<file path="config.mk">
export PLATFORM = sky130hd
export DESIGN_NAME = posit_mac_accumulator
export DESIGN_NICKNAME = d
export VERILOG_FILES = /design/src/rtl/posit_mac_pkg.sv /design/src/rtl/posit_quire_align.sv /design/src/rtl/posit_mac_accumulator.sv
export SDC_FILE = /design/constraint.sdc
export NUM_CORES = 1
export LEC_CHECK = 0
export ABC_CLOCK_PERIOD_IN_PS = 9040
export BUFFER_PORTS_ARGS = -buffer_cell sky130_fd_sc_hd__buf_4
export CAP_MARGIN = 20
export CORE_ASPECT_RATIO = 0.6
export CORE_UTILIZATION = 45
export DETAILED_ROUTE_END_ITERATION = 16
export SLEW_MARGIN = 10
export SYNTH_ARGS = -nofsm -noshare
export SYNTH_HDL_FRONTEND = slang
export SYNTH_HIERARCHICAL = 1
export SYNTH_SLANG_ARGS = --single-unit
</file>
<file path="constraint.sdc">
create_clock -name clk -period 9.04 [get_ports clk]
set_input_delay 0.904 -clock clk [delete_from_list [all_inputs] [get_ports clk]]
set_output_delay 0.904 -clock clk [all_outputs]
set_load 0.1 [all_outputs]
</file>
<file path="src/rtl/posit_mac_pkg.sv">
// Shared sizing defaults and constants for the posit MAC accumulation stage.
package posit_mac_pkg;

    localparam int N_DEF  = 5;
    localparam int SW_DEF = 6;
    localparam int QW_DEF = 32;
    localparam int QF_DEF = 16;

    // Quire pattern presented for a NaR dot product: sign bit only.
    localparam logic [QW_DEF-1:0] NAR_QUIRE = {1'b1, {(QW_DEF-1){1'b0}}};

    typedef struct packed {
        logic nar;
        logic ovf;
    } beat_flags_t;

endpackage

</file>
<file path="src/rtl/posit_quire_align.sv">
// Stage-1 datapath: shifts a 2N-bit fraction product into a saturated,
// signed fixed-point quire term.
module posit_quire_align
    import posit_mac_pkg::*;
#(
    parameter int N  = N_DEF,
    parameter int SW = SW_DEF,
    parameter int QW = QW_DEF,
    parameter int QF = QF_DEF
) (
    input  logic [2*N-1:0] i_prod,
    input  logic           i_sign,
    input  logic [SW-1:0]  i_scale,
    input  logic           i_zero,
    input  logic           i_nar,
    output logic [QW-1:0]  o_term,
    output beat_flags_t    o_flags
);

    localparam int PW = 2 * N;
    localparam int WW = PW + QW;
    localparam int HW = SW + 2;
    localparam logic [HW-1:0] SH_OFF_V = HW'(QF - 2 * (N - 1));
    localparam logic [HW-1:0] QW_V     = HW'(QW);
    localparam logic [HW-1:0] PW_V     = HW'(PW);

    logic [HW-1:0] w_sh;
    logic [HW-1:0] w_rsh;
    logic [WW-1:0] w_lwide;
    logic [PW-1:0] w_rmag;
    logic [QW-1:0] w_mag;
    logic          w_sat;

    // Two guard bits keep scale + offset from wrapping before the sign test.
    assign w_sh    = {{2{i_scale[SW-1]}}, i_scale} + SH_OFF_V;
    assign w_rsh   = -w_sh;
    assign w_lwide = {{QW{1'b0}}, i_prod} << w_sh;
    assign w_rmag  = i_prod >> w_rsh;

    always_comb begin
        w_mag = '0;
        w_sat = 1'b0;
        if (w_sh[HW-1]) begin
            if (w_rsh < PW_V) begin
                w_mag = {{(QW-PW){1'b0}}, w_rmag};
            end
        end else if (w_sh >= QW_V) begin
            w_sat = |i_prod;
        end else begin
            w_sat = |w_lwide[WW-1:QW-1];
            w_mag = {1'b0, w_lwide[QW-2:0]};
        end
        if (w_sat) begin
            w_mag = {1'b0, {(QW-1){1'b1}}};
        end
    end

    always_comb begin
        o_term  = '0;
        o_flags = '0;
        if (i_nar) begin
            o_flags.nar = 1'b1;
        end else if (!i_zero) begin
            o_term      = i_sign ? -w_mag : w_mag;
            o_flags.ovf = w_sat;
        end
    end

endmodule

</file>
<file path="src/rtl/posit_mac_accumulator.sv">
// Two-stage posit MAC accumulator: aligns each product into a quire term,
// then sums a stream of terms into a saturating quire until the last beat.
module posit_mac_accumulator
    import posit_mac_pkg::*;
#(
    parameter int N  = N_DEF,
    parameter int SW = SW_DEF,
    parameter int QW = QW_DEF,
    parameter int QF = QF_DEF
) (
    input  logic           clk,
    input  logic           rst_n,
    input  logic           i_in_valid,
    output logic           o_in_ready,
    input  logic [2*N-1:0] i_in_prod,
    input  logic           i_in_sign,
    input  logic [SW-1:0]  i_in_scale,
    input  logic           i_in_zero,
    input  logic           i_in_nar,
    input  logic           i_in_last,
    output logic           o_out_valid,
    input  logic           i_out_ready,
    output logic [QW-1:0]  o_out_acc,
    output logic           o_out_nar,
    output logic           o_out_ovf
);

    localparam logic [QW-1:0] NAR_Q = (QW == QW_DEF) ? QW'(NAR_QUIRE)
                                                     : {1'b1, {(QW-1){1'b0}}};

    logic          w_adv;
    logic [QW-1:0] w_term;
    beat_flags_t   w_flags;
    logic [QW:0]   w_sum_ext;
    logic [QW-1:0] w_sum;
    logic          w_sum_ovf;
    beat_flags_t   w_total;

    logic          r_s1_valid;
    logic          r_s1_last;
    logic [QW-1:0] r_s1_term;
    beat_flags_t   r_s1_flags;
    logic [QW-1:0] r_acc;
    beat_flags_t   r_sticky;
    logic          r_out_valid;
    logic [QW-1:0] r_out_acc;
    logic          r_out_nar;
    logic          r_out_ovf;

    // A pending, unaccepted result freezes the whole pipeline.
    assign w_adv      = !r_out_valid || i_out_ready;
    assign o_in_ready = w_adv;

    posit_quire_align #(
        .N  (N),
        .SW (SW),
        .QW (QW),
        .QF (QF)
    ) u_align (
        .i_prod  (i_in_prod),
        .i_sign  (i_in_sign),
        .i_scale (i_in_scale),
        .i_zero  (i_in_zero),
        .i_nar   (i_in_nar),
        .o_term  (w_term),
        .o_flags (w_flags)
    );

    always_ff @(posedge clk or negedge rst_n) begin
        if (!rst_n) begin
            r_s1_valid <= 1'b0;
            r_s1_last  <= 1'b0;
            r_s1_term  <= '0;
            r_s1_flags <= '0;
        end else if (w_adv) begin
            r_s1_valid <= i_in_valid;
            if (i_in_valid) begin
                r_s1_last  <= i_in_last;
                r_s1_term  <= w_term;
                r_s1_flags <= w_flags;
            end
        end
    end

    // Sign-extended add; a carry disagreeing with the sign bit means overflow.
    assign w_sum_ext = {r_acc[QW-1], r_acc} + {r_s1_term[QW-1], r_s1_term};
    assign w_sum_ovf = w_sum_ext[QW] ^ w_sum_ext[QW-1];
    assign w_sum     = w_sum_ovf ? {w_sum_ext[QW], {(QW-1){~w_sum_ext[QW]}}}
                                 : w_sum_ext[QW-1:0];
    assign w_total   = '{nar: r_sticky.nar | r_s1_flags.nar,
                         ovf: r_sticky.ovf | r_s1_flags.ovf | w_sum_ovf};

    always_ff @(posedge clk or negedge rst_n) begin
        if (!rst_n) begin
            r_acc       <= '0;
            r_sticky    <= '0;
            r_out_valid <= 1'b0;
            r_out_acc   <= '0;
            r_out_nar   <= 1'b0;
            r_out_ovf   <= 1'b0;
        end else if (w_adv) begin
            r_out_valid <= r_s1_valid && r_s1_last;
            if (r_s1_valid) begin
                if (r_s1_last) begin
                    r_out_acc <= w_total.nar ? NAR_Q : w_sum;
                    r_out_nar <= w_total.nar;
                    r_out_ovf <= w_total.ovf;
                    r_acc     <= '0;
                    r_sticky  <= '0;
                end else begin
                    r_acc    <= w_sum;
                    r_sticky <= w_total;
                end
            end
        end
    end

    assign o_out_valid = r_out_valid;
    assign o_out_acc   = r_out_acc;
    assign o_out_nar   = r_out_nar;
    assign o_out_ovf   = r_out_ovf;

endmodule

</file>
==> results.cfg <==
[timing]
grt_setup_unrepaired = false
setup_tns_ns = 0
relSlewSlack = 0.335
fin_crit_sh = 0.555
skew_ns = 0.00785
fmax_mhz = 199
finalHoldViolations = 0
worst_pin_slew_ns = 0.994
whs_ns = 0.490
final_max_slew_viol_count = 0
setup_viol_count_final = 0
min_period_ns = 5.02

[synth]
synth-simple-area-share = 0.185
syn_area_per_cell_sq_um = 9.09
synthXorXnorAreaFrac = 0.0483
muxShareOfSynthArea = 0.0889
synth-edff-count = 0
synth-compound-area-share = 0.282
netlist.area_leader.share = 0.291
synth-seq-cells = 105
synthDistinctLibCells = 108
synth_area_leaders = dfrtp_1 (29%), a221o_1 (6.2%), ha_1 (4.8%), mux2_2 (4.5%), nand2_1 (3.9%)
ys.flop_type = dfrtp_1
synthAdderAreaFrac = 0.0507
yosysWarnings = 6
async_reset_ff_frac = 1.00
yosys.area.top_type = dfrtp_1
ys_seq_area_frac = 0.291
synth_nets = 1054
synth_top_family_by_area = compound AO/OA/AOI/OAI gates
synth.cell_area_sq_mm = 0.00903
synthCells = 994

[final_layout]
drive_above_1_share = 0.187
diodes = 0
regArea_sq_mm = 0.00263
syn2layout_area_growth_pct = 8.84
fin_nets = 1061
multi_input_area_sq_mm = 0.00592
fillers = 1879
fin_util = 0.509

[die]
io_pins = 60
rows = 39
dieHeight_um = 112
initial_core_util = 0.467
die_width_um = 185
design.core.area_sq_mm = 0.0193
die_area_sq_mm = 0.0207

[cts]
cts_setup_buffers = 0
root_buffer = clkbuf_16
clock-sinks = 105
htreeDepth = 3
cts_resized = 0
path_clk_slew_ns = 0.07
clock_latency_ns = 0.36
clk_path_buf_depth = 2
cts_hold_buf = 0
cts-buffers-inserted = 9
cts_tree = yes

[routing]
ant_nets = 0
first_pass_iters = 5
wl_mm = 26.1
first_iter_violations = 915
via_per_inst = 6.37
drc = 0
num_vias = 8100
wire_per_inst_um = 20.5

[power]
pwr-share-seq = 0.256
total_power_mw = 2.84
power_switching_mw = 1.45
p_int_mw = 1.40
leakage_nw = 4.39
powerDensity_mw_per_mm2 = 289
p_clk_frac = 0.152
switching_share = 0.509
p_comb_frac = 0.592
peakVddDrop_v = 0.000225

[worst_setup_path]
cp-end-kind = register
crit_type = input port to register
worstRegToRegCells = 12
crit_required_ns = 9.28
rrSetupSlack_ns = 5.31
critPathArrivalTime_ns = 5.26
timing.rr.start = r_s1_term[0]$_DFFE_PN0P_
crit_fanout = 34
cp-start-kind = input port
r2r_end = r_acc[13]$_DFFE_PN0P_

[hold_path]
min_path_cells = 2
holdCritStartpoint = r_acc[31]$_DFFE_PN0P_
hold_end = r_acc[31]$_DFFE_PN0P_
hold_path.class = register to register

[flow_run]
drv_cap = 0

[global_route]
track_usage = 0.261
grt_pass1_wl_mm = 42.0
antenna_found_initial = 0
grt_max_degree = 71
grt_pass1_vias = 7456
gr-total-overflow = 0

[run_status]
status = completed

[placement]
port_buffers = 59
dp_hpwl_mm = 19.8
gp_congestion = 0.944
==> per-layer routing <==
layer	share of wire	GRT usage	vias up
met4	0.0071	0.0474	0
met2	0.38	0.328	298
met5	0	0	-
met3	0.083	0.0644	21
met1	0.53	0.432	3969
li1	-	-	3812
==> synth_stat cells (all sizes together) (16+ instances only) <==
master / number
nand3: 27
dfrtp: 105
nor3: 34
a21o: 16
buf: 37
inv: 25
mux2: 39
nand2: 94
a31oi: 19
a211oi: 17
a221o: 56
clkbuf: 34
nor2: 68
ha: 35
a21oi: 70
xnor2: 34
mux2i: 27
o21ai: 42
==> registers in the layout, indices dropped and copies added (netlist names), 2 cells and up <==
register and flops:
r_sticky 2, r_acc 32, r_s1_flags 2, r_s1_term 32, o_out_acc 32
==> cell usage in the layout, fill, tap and decap left out, drive strengths merged, types with 27 or more instances in the layout <==
| cell | count |
|---|---|
| xnor2 | 34 |
| mux2 | 39 |
| dfrtp | 105 |
| mux2i | 27 |
| nand3 | 27 |
| ha | 35 |
| nor3 | 34 |
| nor2 | 68 |
| buf | 66 |
| nand2 | 94 |
| o21ai | 42 |
| a221o | 56 |
| a21oi | 70 |
==> cell type report <==
type                            instances  area share
Multi-Input combinational cell        793       0.602
Sequential cell                       105       0.267
Timing Repair Buffer                   67      0.0537
Tap cell                              266      0.0339
Clock buffer                           12      0.0261
Inverter                               25     0.00954
Clock inverter                          4     0.00751
==> kinds of logic (layout without fill, tap and decap cells) <==
family,Yosys count,count (layout)
AO/OA/AOI/OAI,323,323
XOR/XNOR,49,49
adder cells (fa/ha/maj),36,36
buffers and inverters,96,108
flip-flops,105,105
multiplexers,70,70
AND/OR/NAND/NOR,315,315
==> worst max path at each step <==
| stage | from | endpoint | slack (ns) | cells past startpoint |
|---|---|---|---|---|
| 5_1_grt | i_in_scale[0] | r_s1_term[20]$_DFFE_PN0P_ | 3.70 | 18 |
| 6_report | i_in_scale[0] | r_s1_term[30]$_DFFE_PN0P_ | 4.02 | 18 |
| 4_1_cts | i_in_scale[0] | r_s1_term[30]$_DFFE_PN0P_ | 4.08 | 17 |
| 2_1_floorplan | i_in_scale[5] | r_s1_term[30]$_DFFE_PN0P_ | 4.42 | 18 |
| 3_5_place_dp | i_in_scale[0] | r_s1_term[30]$_DFFE_PN0P_ | 3.70 | 17 |
| 3_3_place_gp | i_in_scale[0] | r_s1_term[30]$_DFFE_PN0P_ | 3.82 | 18 |
==> metrics by stage <==
step | instances | setup WS (ns) | instance area [sq um]
2_1_floorplan | 994 | 4.42 | 9030
3_3_place_gp | 1254 | 3.82 | 9460
3_5_place_dp | 1254 | 3.70 | 9460
4_1_cts | 1270 | 4.08 | 9790
5_1_grt | 1272 | 3.70 | 9830
6_report | 1272 | 4.02 | 9830
==> power by group through the flow <==
stage	Clock, mW	Sequential (mW)	Combinational (mW)
final	0.433	0.728	1.68
after global routing	0.464	0.746	1.79
after global placement	0	0.734	1.66
after detailed placement	0	0.734	1.66
after floorplan	0	1.22	0.822
after CTS	0.441	0.729	1.67
==> worst max-delay path: stages <==
cell and delay (ns):
buf_4 0.35, inv_1 0.24, ha_1 0.79, mux2i_1 0.31, nand2_1 0.08, a211oi_1 0.28, a211o_1 0.15, o211ai_1 0.13
nor2_1 0.17, ha_1 0.16, inv_1 0.08, a2111oi_4 0.23, and4_4 0.33, nand3_4 0.17, o41ai_2 0.39, xor2_1 0.18
nor2_1 0.05, mux2_2 0.27
No activity file was read; power rests on OpenSTA's default activity.
